File: src/rtl/ysyx_24070014_ctrl_pkg.sv
// Shared types and encodings for the multi-cycle NPC control path.
// Select codes match the datapath muxes in ImmGen, ALU, WB and PC.
package ysyx_24070014_ctrl_pkg;

  typedef enum logic [2:0] {
    S_FETCH,
    S_DECODE,
    S_EXEC,
    S_MEM,
    S_WB,
    S_HALT
  } state_e;

  localparam logic [2:0] IMM_NONE = 3'd0;
  localparam logic [2:0] IMM_I    = 3'd1;
  localparam logic [2:0] IMM_S    = 3'd2;
  localparam logic [2:0] IMM_B    = 3'd3;
  localparam logic [2:0] IMM_J    = 3'd4;
  localparam logic [2:0] IMM_U    = 3'd5;

  localparam logic [1:0] ALU_ADD = 2'd0;
  localparam logic [1:0] ALU_OP  = 2'd1;
  localparam logic [1:0] ALU_OPI = 2'd2;
  localparam logic [1:0] ALU_BR  = 2'd3;

  localparam logic [1:0] WB_ALU = 2'd0;
  localparam logic [1:0] WB_MEM = 2'd1;
  localparam logic [1:0] WB_PC4 = 2'd2;
  localparam logic [1:0] WB_IMM = 2'd3;

  localparam logic [1:0] PC_4    = 2'd0;
  localparam logic [1:0] PC_IMM  = 2'd1;
  localparam logic [1:0] PC_JALR = 2'd2;

  localparam logic [6:0] OPC_LUI    = 7'b0110111;
  localparam logic [6:0] OPC_AUIPC  = 7'b0010111;
  localparam logic [6:0] OPC_JAL    = 7'b1101111;
  localparam logic [6:0] OPC_JALR   = 7'b1100111;
  localparam logic [6:0] OPC_BRANCH = 7'b1100011;
  localparam logic [6:0] OPC_LOAD   = 7'b0000011;
  localparam logic [6:0] OPC_STORE  = 7'b0100011;
  localparam logic [6:0] OPC_OPIMM  = 7'b0010011;
  localparam logic [6:0] OPC_OP     = 7'b0110011;

  localparam logic [31:0] EBREAK = 32'h0010_0073;
  localparam logic [31:0] NOP    = 32'h0000_0013;

  typedef struct packed {
    logic [2:0] imm_sel;
    logic       a_pc;
    logic       b_imm;
    logic [1:0] alu_mode;
    logic [1:0] wb_sel;
    logic [1:0] pc_sel;
    logic       rf_wen;
    logic       is_branch;
    logic       is_mem;
    logic       is_store;
  } ctrl_t;

endpackage

File: src/rtl/ysyx_24070014_ctrl_decoder.sv
// Combinational RV32I decode of the instruction register into a
// control word, plus illegal and ebreak flags.
module ysyx_24070014_ctrl_decoder
  import ysyx_24070014_ctrl_pkg::*;
#(
  parameter int WORD_LEN = 32
) (
  input  logic [31:0] inst,
  output ctrl_t       ctl,
  output logic        illegal,
  output logic        ebreak
);

  logic [6:0] opc;
  logic [2:0] f3;
  logic       legal;
  logic       is_shift;

  assign opc      = inst[6:0];
  assign f3       = inst[14:12];
  assign ebreak   = (inst == EBREAK);
  assign illegal  = !ebreak && !legal;
  assign is_shift = (f3 == 3'b001) || (f3 == 3'b101);

  always_comb begin
    ctl   = '0;
    legal = 1'b0;
    unique case (1'b1)
      opc == OPC_LUI: begin
        legal       = 1'b1;
        ctl.imm_sel = IMM_U;
        ctl.wb_sel  = WB_IMM;
        ctl.rf_wen  = 1'b1;
      end
      opc == OPC_AUIPC: begin
        legal       = 1'b1;
        ctl.imm_sel = IMM_U;
        ctl.a_pc    = 1'b1;
        ctl.b_imm   = 1'b1;
        ctl.rf_wen  = 1'b1;
      end
      opc == OPC_JAL: begin
        legal       = 1'b1;
        ctl.imm_sel = IMM_J;
        ctl.pc_sel  = PC_IMM;
        ctl.wb_sel  = WB_PC4;
        ctl.rf_wen  = 1'b1;
      end
      opc == OPC_JALR: begin
        legal       = (f3 == 3'b000);
        ctl.imm_sel = IMM_I;
        ctl.b_imm   = 1'b1;
        ctl.pc_sel  = PC_JALR;
        ctl.wb_sel  = WB_PC4;
        ctl.rf_wen  = 1'b1;
      end
      opc == OPC_BRANCH: begin
        legal         = (f3 != 3'b010) && (f3 != 3'b011);
        ctl.imm_sel   = IMM_B;
        ctl.alu_mode  = ALU_BR;
        ctl.is_branch = 1'b1;
      end
      opc == OPC_LOAD: begin
        legal = f3 inside {3'b000, 3'b001, 3'b010,
                           3'b100, 3'b101};
        ctl.imm_sel = IMM_I;
        ctl.b_imm   = 1'b1;
        ctl.wb_sel  = WB_MEM;
        ctl.rf_wen  = 1'b1;
        ctl.is_mem  = 1'b1;
      end
      opc == OPC_STORE: begin
        legal        = (f3 <= 3'b010);
        ctl.imm_sel  = IMM_S;
        ctl.b_imm    = 1'b1;
        ctl.is_mem   = 1'b1;
        ctl.is_store = 1'b1;
      end
      opc == OPC_OPIMM: begin
        // shamt[5] only exists on a 64-bit datapath
        legal = !(WORD_LEN == 32 && is_shift && inst[25]);
        ctl.imm_sel  = IMM_I;
        ctl.b_imm    = 1'b1;
        ctl.alu_mode = ALU_OPI;
        ctl.rf_wen   = 1'b1;
      end
      opc == OPC_OP: begin
        legal        = 1'b1;
        ctl.alu_mode = ALU_OP;
        ctl.rf_wen   = 1'b1;
      end
      default: begin
        legal = 1'b0;
      end
    endcase
  end

endmodule

File: src/rtl/ysyx_24070014_exec_ctrl.sv
// Multi-cycle FETCH/DECODE/EXEC/MEM/WB sequencer for the NPC core.
// Holds IR, branch outcome and the memory-wait watchdog.
module ysyx_24070014_exec_ctrl
  import ysyx_24070014_ctrl_pkg::*;
#(
  parameter int          WORD_LEN = 32,
  parameter int unsigned TIMEOUT  = 255
) (
  input  logic        clk,
  input  logic        rst,
  output logic        ifu_req,
  input  logic        ifu_rvalid,
  input  logic [31:0] ifu_rdata,
  output logic [31:0] inst,
  output logic [2:0]  imm_sel,
  output logic        alu_a_sel,
  output logic        alu_b_sel,
  output logic [1:0]  alu_mode,
  input  logic        br_cond,
  output logic        lsu_req,
  output logic        lsu_wen,
  input  logic        lsu_rvalid,
  output logic        rf_wen,
  output logic [1:0]  wb_sel,
  output logic        pc_wen,
  output logic [1:0]  pc_sel,
  output logic        halt,
  output logic        err
);

  state_e      state_q, state_d;
  logic [31:0] ir_q;
  logic [31:0] wdog_q;
  logic        br_taken_q;
  logic        err_q, err_d;

  ctrl_t ctl;
  logic  illegal;
  logic  ebreak;
  logic  in_fetch;
  logic  in_mem;
  logic  waiting;
  logic  expire;
  logic  active;

  ysyx_24070014_ctrl_decoder #(
    .WORD_LEN(WORD_LEN)
  ) u_dec (
    .inst   (ir_q),
    .ctl    (ctl),
    .illegal(illegal),
    .ebreak (ebreak)
  );

  assign in_fetch = (state_q == S_FETCH);
  assign in_mem   = (state_q == S_MEM);
  assign waiting  = (in_fetch && !ifu_rvalid)
                 || (in_mem && !lsu_rvalid);
  // fires on the TIMEOUT-th waiting cycle; a valid in it wins
  assign expire   = (TIMEOUT != 0)
                 && (wdog_q + 32'd1 == TIMEOUT);
  assign active   = (state_q == S_DECODE)
                 || (state_q == S_EXEC)
                 || in_mem
                 || (state_q == S_WB);

  always_ff @(posedge clk) begin
    if (rst) begin
      state_q <= S_FETCH;
      err_q   <= 1'b0;
    end else begin
      state_q <= state_d;
      err_q   <= err_d;
    end
  end

  always_ff @(posedge clk) begin
    if (rst) begin
      ir_q       <= NOP;
      wdog_q     <= '0;
      br_taken_q <= 1'b0;
    end else begin
      if (in_fetch && ifu_rvalid)
        ir_q <= ifu_rdata;
      if (waiting)
        wdog_q <= wdog_q + 32'd1;
      else
        wdog_q <= '0;
      if (state_q == S_EXEC)
        br_taken_q <= ctl.is_branch & br_cond;
    end
  end

  always_comb begin
    state_d   = state_q;
    err_d     = err_q;
    ifu_req   = 1'b0;
    lsu_req   = 1'b0;
    lsu_wen   = 1'b0;
    rf_wen    = 1'b0;
    pc_wen    = 1'b0;
    imm_sel   = IMM_NONE;
    alu_a_sel = 1'b0;
    alu_b_sel = 1'b0;
    alu_mode  = ALU_ADD;
    wb_sel    = WB_ALU;
    pc_sel    = PC_4;

    unique case (state_q)
      S_FETCH: begin
        ifu_req = 1'b1;
        if (ifu_rvalid) begin
          state_d = S_DECODE;
        end else if (expire) begin
          state_d = S_HALT;
          err_d   = 1'b1;
        end
      end
      S_DECODE: begin
        if (ebreak) begin
          state_d = S_HALT;
        end else if (illegal) begin
          state_d = S_HALT;
          err_d   = 1'b1;
        end else begin
          state_d = S_EXEC;
        end
      end
      S_EXEC: begin
        state_d = ctl.is_mem ? S_MEM : S_WB;
      end
      S_MEM: begin
        lsu_req = 1'b1;
        lsu_wen = ctl.is_store;
        if (lsu_rvalid) begin
          state_d = S_WB;
        end else if (expire) begin
          state_d = S_HALT;
          err_d   = 1'b1;
        end
      end
      S_WB: begin
        pc_wen  = 1'b1;
        rf_wen  = ctl.rf_wen;
        state_d = S_FETCH;
      end
      S_HALT: begin
        state_d = S_HALT;
      end
      default: begin
        state_d = S_FETCH;
      end
    endcase

    if (active) begin
      imm_sel   = ctl.imm_sel;
      alu_a_sel = ctl.a_pc;
      alu_b_sel = ctl.b_imm;
      alu_mode  = ctl.alu_mode;
      wb_sel    = ctl.wb_sel;
      if (ctl.is_branch)
        pc_sel = br_taken_q ? PC_IMM : PC_4;
      else
        pc_sel = ctl.pc_sel;
    end

    if (rst) begin
      ifu_req   = 1'b0;
      lsu_req   = 1'b0;
      lsu_wen   = 1'b0;
      rf_wen    = 1'b0;
      pc_wen    = 1'b0;
      imm_sel   = IMM_NONE;
      alu_a_sel = 1'b0;
      alu_b_sel = 1'b0;
      alu_mode  = ALU_ADD;
      wb_sel    = WB_ALU;
      pc_sel    = PC_4;
    end
  end

  assign inst = rst ? 32'd0 : ir_q;
  assign halt = !rst && (state_q == S_HALT);
  assign err  = !rst && err_q;

endmodule

File: config.mk
export PLATFORM = sky130hd
export DESIGN_NAME = ysyx_24070014_exec_ctrl
export DESIGN_NICKNAME = d
export VERILOG_FILES = /design/src/rtl/ysyx_24070014_ctrl_pkg.sv /design/src/rtl/ysyx_24070014_ctrl_decoder.sv /design/src/rtl/ysyx_24070014_exec_ctrl.sv
export SDC_FILE = /design/constraint.sdc
export NUM_CORES = 1
export LEC_CHECK = 0
export BUFFER_PORTS_ARGS = -buffer_cell sky130_fd_sc_hd__buf_4
export CAP_MARGIN = 15
export CORE_MARGIN = 4
export CORE_UTILIZATION = 50
export DETAILED_ROUTE_END_ITERATION = 16
export PLACE_DENSITY = 0.78
export RECOVER_POWER = 100
export SYNTH_ARGS = -nofsm -noshare
export SYNTH_HDL_FRONTEND = slang
export SYNTH_SLANG_ARGS = --single-unit
File: constraint.sdc
create_clock -name clk -period 2.5 [get_ports clk]
set_input_delay 0.625 -clock clk [delete_from_list [all_inputs] [get_ports clk]]
set_output_delay 0.625 -clock clk [all_outputs]
set_load 0.02 [all_outputs]
After elaboration in Yosys (flattened, before gate mapping). Index checks and enable logic that the tools add are counted.

Register bits after elaboration: 69. Output and inout port bits: 50. Logic and storage cells: 116.

Add/sub/neg operators: 1. $lt $le $gt $ge: 1. Equal/unequal tests: 26. Muxes and demuxes: 49. Bitwise operators: 2. Reductions and logical operators: 32.

Operators by type and width (number): $add 32x1->32 const B (1); $eq 32x21->1 const B (1); $eq 32x8->1 const B (1); $mux 32 (1); $pmux 3 s5 (2); $mux 1 (26); $mux 3 (8); $eq 7x6->1 const B (3); $eq 7x7->1 const B (3); $eq 7x5->1 const B (2); $mux 2 (7); $eq 3x3->1 const B (4); $pmux 2 s3 (2); $eq 3x2->1 const B (3); $logic_and 1x1->1 (8); $ne 2x2->1 const B (4); $reduce_or 2->1 (4); $eq 7x2->1 const B (1); $reduce_or 7->1 (1); $eq 3x1->1 const B (2); $logic_not 1->1 (6); $logic_not 3->1 (2); $ne 3x2->1 const B (2); $pmux 1 s6 (1); 12 further kinds (16).

Longest topological paths before layout.
Depth after elaboration: 10. Depth in mapped cells: 9.

Cells and area by module. From an unflattened synthesis, not the netlist that was laid out.

Cells, all modules: 530. Area, all modules: 3957.5 um^2.

Modules (own cells, without submodules): ysyx_24070014_exec_ctrl (times used 1, cells an instance 461, area each 3542.1 um^2); ysyx_24070014_ctrl_decoder (times used 1, cells an instance 69, area each 415.4 um^2).

Worst setup path before layout. OpenSTA, ideal clock, no wires.

Path kind: input port to output port. Start: in rst. End: out wb_sel[0]. Arrival: 2.305 ns. Required time: 1.875 ns. Setup slack: -0.430 ns. Cell stages on the path: 4. Path buffers: 1. Cells stage by stage: clkbuf_1 -> nand2b_1 -> or2_2 -> a2111oi_0.

Word-level cells in the longest chain between the ends: 1.

RTL lines: start: declaration (line ysyx_24070014_exec_ctrl.sv:10) `input logic rst,`; $mux 2 (line ysyx_24070014_exec_ctrl.sv:167) `if (rst) begin`; end: declaration (line ysyx_24070014_exec_ctrl.sv:24) `output logic [1:0] wb_sel,`.

Every way passes these cells.

Final worst setup path.
Start: reg state_q[0]. End: out alu_b_sel.

Word-level cells in the longest chain between the ends: 6. Elaborated cells between the ends (all ways): 9. Those cells by class: eq/ne: 4; mux: 2; reduce/logical: 3.

RTL lines: start: declaration (line ysyx_24070014_exec_ctrl.sv:31) `state_e state_q, state_d;`; start signal: assignment (line ysyx_24070014_exec_ctrl.sv:72) `state_q <= state_d;`; $eq 3x1->1 / $eq 3x2->1 (equally long branches) (line ysyx_24070014_exec_ctrl.sv:62, ysyx_24070014_exec_ctrl.sv:63); $logic_or 1x1->1 (line ysyx_24070014_exec_ctrl.sv:63) `|| (state_q == S_EXEC)`; $logic_or 1x1->1 (line ysyx_24070014_exec_ctrl.sv:64) `|| in_mem`; $logic_or 1x1->1 * (line ysyx_24070014_exec_ctrl.sv:65) `|| (state_q == S_WB);`; $mux 1 * (line ysyx_24070014_exec_ctrl.sv:155) `if (active) begin`; $mux 1 * (line ysyx_24070014_exec_ctrl.sv:167); end: declaration (line ysyx_24070014_exec_ctrl.sv:17) `output logic alu_b_sel,`.

Every way passes the cells marked *; elsewhere a longest branch is shown, timed or not.

==> impl_metrics.env <==
export IMPL_yosys_warnings=0
export IMPL_holdWs_ns=0.472
export IMPL_grtUsageTotal_pct=23.0
export IMPL_crit_top_cell="nor2_4"
export IMPL_hold_start="ir_q[7]"
export IMPL_irDropWorstVdd_v=0.000317
export IMPL_vias=4086
export IMPL_crit_slowest_cell="dfxtp_2"
export IMPL_hold_end="ir_q[7]"
export IMPL_rr_worst_depth=8
export IMPL_syn_inst=537
export IMPL_reg2reg_to="state_q[0]"
export IMPL_via_per_inst=5.51
export IMPL_die_h_um=97.7
export IMPL_antenna_found_initial=0
export IMPL_final_util_pct=68.7
export IMPL_setup_ws_ns=-0.00520
export IMPL_synth_seq_cells=69
export IMPL_synth_nets=576
export IMPL_dieArea_mm2=0.00955
export IMPL_core_mm2=0.00777
export IMPL_cts_hold_buffers_added=0
export IMPL_outcome="finished, violations left"
export IMPL_fmax_ghz=0.399
export IMPL_cts_path_max_buffers=2
export IMPL_rows=32
export IMPL_cts_sinks=69
export IMPL_ios=87
export IMPL_die_x_um=97.7
export IMPL_slowest_delay_ns=0.34
export IMPL_cts_root_buf="clkbuf_8"
export IMPL_h_tree_depth=3
export IMPL_drive_gt1_share_pct=29.7
export IMPL_worstSetupPathType="reg -> out"
export IMPL_crit_buf_inv=1
export IMPL_grt_overflow=0
export IMPL_min_path_type="reg -> reg"
export IMPL_io_buffers=86
export IMPL_grt_met2_usage_pct=39.1
export IMPL_ys_async_sr_fraction_pct=0
export IMPL_ys_flop_type="dfxtp_1"
export IMPL_ys_types=60
export IMPL_n_fill_cell=633
export IMPL_syn_area_per_cell_um2=7.50
export IMPL_cp_required_ns=1.88
export IMPL_clock_skew_ns=0.0144
export IMPL_ff2ff_setup_slack_ns=0.10
export IMPL_yosysTopAreaCellShare_pct=34.3
export IMPL_drv_cap=0
export IMPL_gr_usage_met3_pct=4.57
export IMPL_synth_edf_count=0
export IMPL_avgRoutedWirePerCell_um=15.0
export IMPL_place_gp_congestion=0.904
export IMPL_drc=0
export IMPL_area_delta_synth_final_pct=32.5
export IMPL_seq_area_frac_synth_pct=34.3
export IMPL_dp_final_hpwl_um=8050
export IMPL_power_density_mw_per_mm2=635
export IMPL_cts_made_buffers=9
export IMPL_crit_family="simple AND/OR/NAND/NOR gates"
export IMPL_finalSetupViolCount=1
export IMPL_fin_crit_sh_pct=100
export IMPL_hold_violations=0
export IMPL_clk_insertion_delay_late_ns=0.35
export IMPL_startpoint_type="register"
export IMPL_synth_area_mm2=0.00403
export IMPL_yosysMostFrequentCell="nand2_1"
export IMPL_min_period_ns=2.51
export IMPL_worst_pin_slew_ns=0.704
export IMPL_drtAntennaViolNets=0
export IMPL_maxSlewHeadroom_pct=53.1
export IMPL_maxSlewViolCount=0
export IMPL_r2r_start="wdog_q[8]"
export IMPL_fin_nets=674
export IMPL_drt_pass1_iterations=7
export IMPL_insertedDiodeCount=0
export IMPL_cts_tree="built"
export IMPL_grt_max_degree=58
export IMPL_synth_common_cells="nand2_1, dfxtp_1, nor2_1, a21oi_1, nor2b_1"
export IMPL_critical_path_peak_fanout=4
export IMPL_met1_usage_pct=29.0
export IMPL_cp_cell_sequence="nor2_4 > xnor2_2 > nand2b_1 > or2_4 > nor2_4 > o21a_1 > buf_4"
export IMPL_whs_path_depth=2
export IMPL_busiest_layer="met2"
export IMPL_rsz0062_at_grt="yes"
export IMPL_fin_tns_setup_ns=-0.00520
export IMPL_violations="setup timing"
export IMPL_grt_pass1_wl_um=18600
export IMPL_ys_top_cells_by_area="dfxtp_1, nand2_1, nor2b_1"
export IMPL_synth_largest_area_cell="dfxtp_1"
export IMPL_grt_pass1_vias=3916
export IMPL_cp_arrival_ns=1.88
export IMPL_end_kind="output port"
export IMPL_initialDrtViolationCount=270
export IMPL_start_util_pct=51.8
export IMPL_clk_pin_slew_ns=0.08
export IMPL_drt_wl_total_um=11100
export IMPL_power_leakage_nw=2.16
==> cell families (layout without fill, tap and decap cells) <==
| kind of cell | count (synthesis) | in the layout | share of synthesized area (%) |
|---|---|---|---|
| XOR/XNOR | 36 | 36 | 7.83 |
| flip-flops | 69 | 69 | 34.3 |
| buffers and inverters | 49 | 152 | 5.19 |
| adder cells (fa/ha/maj) | 2 | 2 | 0.621 |
| multiplexers | 2 | 2 | 0.528 |
| AO/OA/AOI/OAI | 85 | 85 | 13.4 |
| AND/OR/NAND/NOR | 294 | 294 | 38.2 |
==> placed cells by master, fill, tap and decap left out, drive strengths merged, types with 17 or more instances in the layout <==
master / netlist / layout
nor2b: 37 / 37
xor2: 17 / 17
nand4: 17 / 17
buf: 11 / 126
dfxtp: 69 / 69
a21oi: 38 / 38
nand2: 91 / 91
xnor2: 19 / 19
nor2: 58 / 58
nor3: 17 / 17
==> sequential cells by signal (all words and copies together), names as in the netlist <==
name,flops
wdog_q,32
ir_q,32
state_q,3
err_q,1
br_taken_q,1
==> final cells by class <==
type / instances / area (um2) / area share, %
multi-input combinational: 419 / 2570 / 48.2
sequential: 69 / 1400 / 26.2
timing repair buffer: 127 / 971 / 18.2
clock buffer: 10 / 138 / 2.58
tap: 102 / 128 / 2.39
clock inverter: 6 / 93.8 / 1.76
inverter: 9 / 33.8 / 0.633
==> per-layer routing <==
| layer | vias to the layer above | wire (um) |
|---|---|---|
| li1 | 2037 | - |
| met4 | 0 | 224 |
| met2 | 138 | 5480 |
| met3 | 20 | 643 |
| met1 | 1891 | 4770 |
| met5 | - | 0 |
==> tightest hold or removal path: cells and delay by family, from the launching register on <==
kind,cells,cell delay [ns]
AOI/OAI and AO/OA,1,0.05
DFF,1,0.32
and+or+nand+nor,1,0.05
==> per-stage QoR <==
step	std cells	setup WS, ns	cell area (um2)	total power [W]
4_1_cts	739	0.0123	5200	0.00335
5_1_grt	742	-0.0612	5340	0.00357
3_3_place_gp	722	0.110	4930	0.00227
2_1_floorplan	537	0.00799	4040	0.00194
6_report	742	-0.00520	5340	0.00339
3_5_place_dp	722	-0.00151	4930	0.00230
==> what timing repair did <==
item	CTS	global route
gates resized for setup	7	30
cloned	0	0
setup buffers	1	3
endpoints found under the setup margin	7	14
hold endpoints to repair	0	0
pin swaps	1	10
==> worst max path at each step <==
stage	from	end	slack, ns	depth (start not counted)
final	state_q[0]	alu_b_sel	-0.005	7
after global routing	state_q[0]	alu_b_sel	-0.06	7
after CTS	ir_q[5]	rf_wen	0.01	5
after detailed placement	wdog_q[3]	state_q[0]	-0.002	7
after global placement	wdog_q[3]	err_q	0.11	8
after floorplan	wdog_q[0]	state_q[0]	0.008	8
==> report_power, final <==
part           internal (W)  switching, W  total [W]
Sequential          0.00121      0.000114    0.00132
Combinational      0.000429      0.000592    0.00102
Clock              0.000597      0.000451    0.00105
Total               0.00223       0.00116    0.00339
Power figures use the tool's default switching activity.
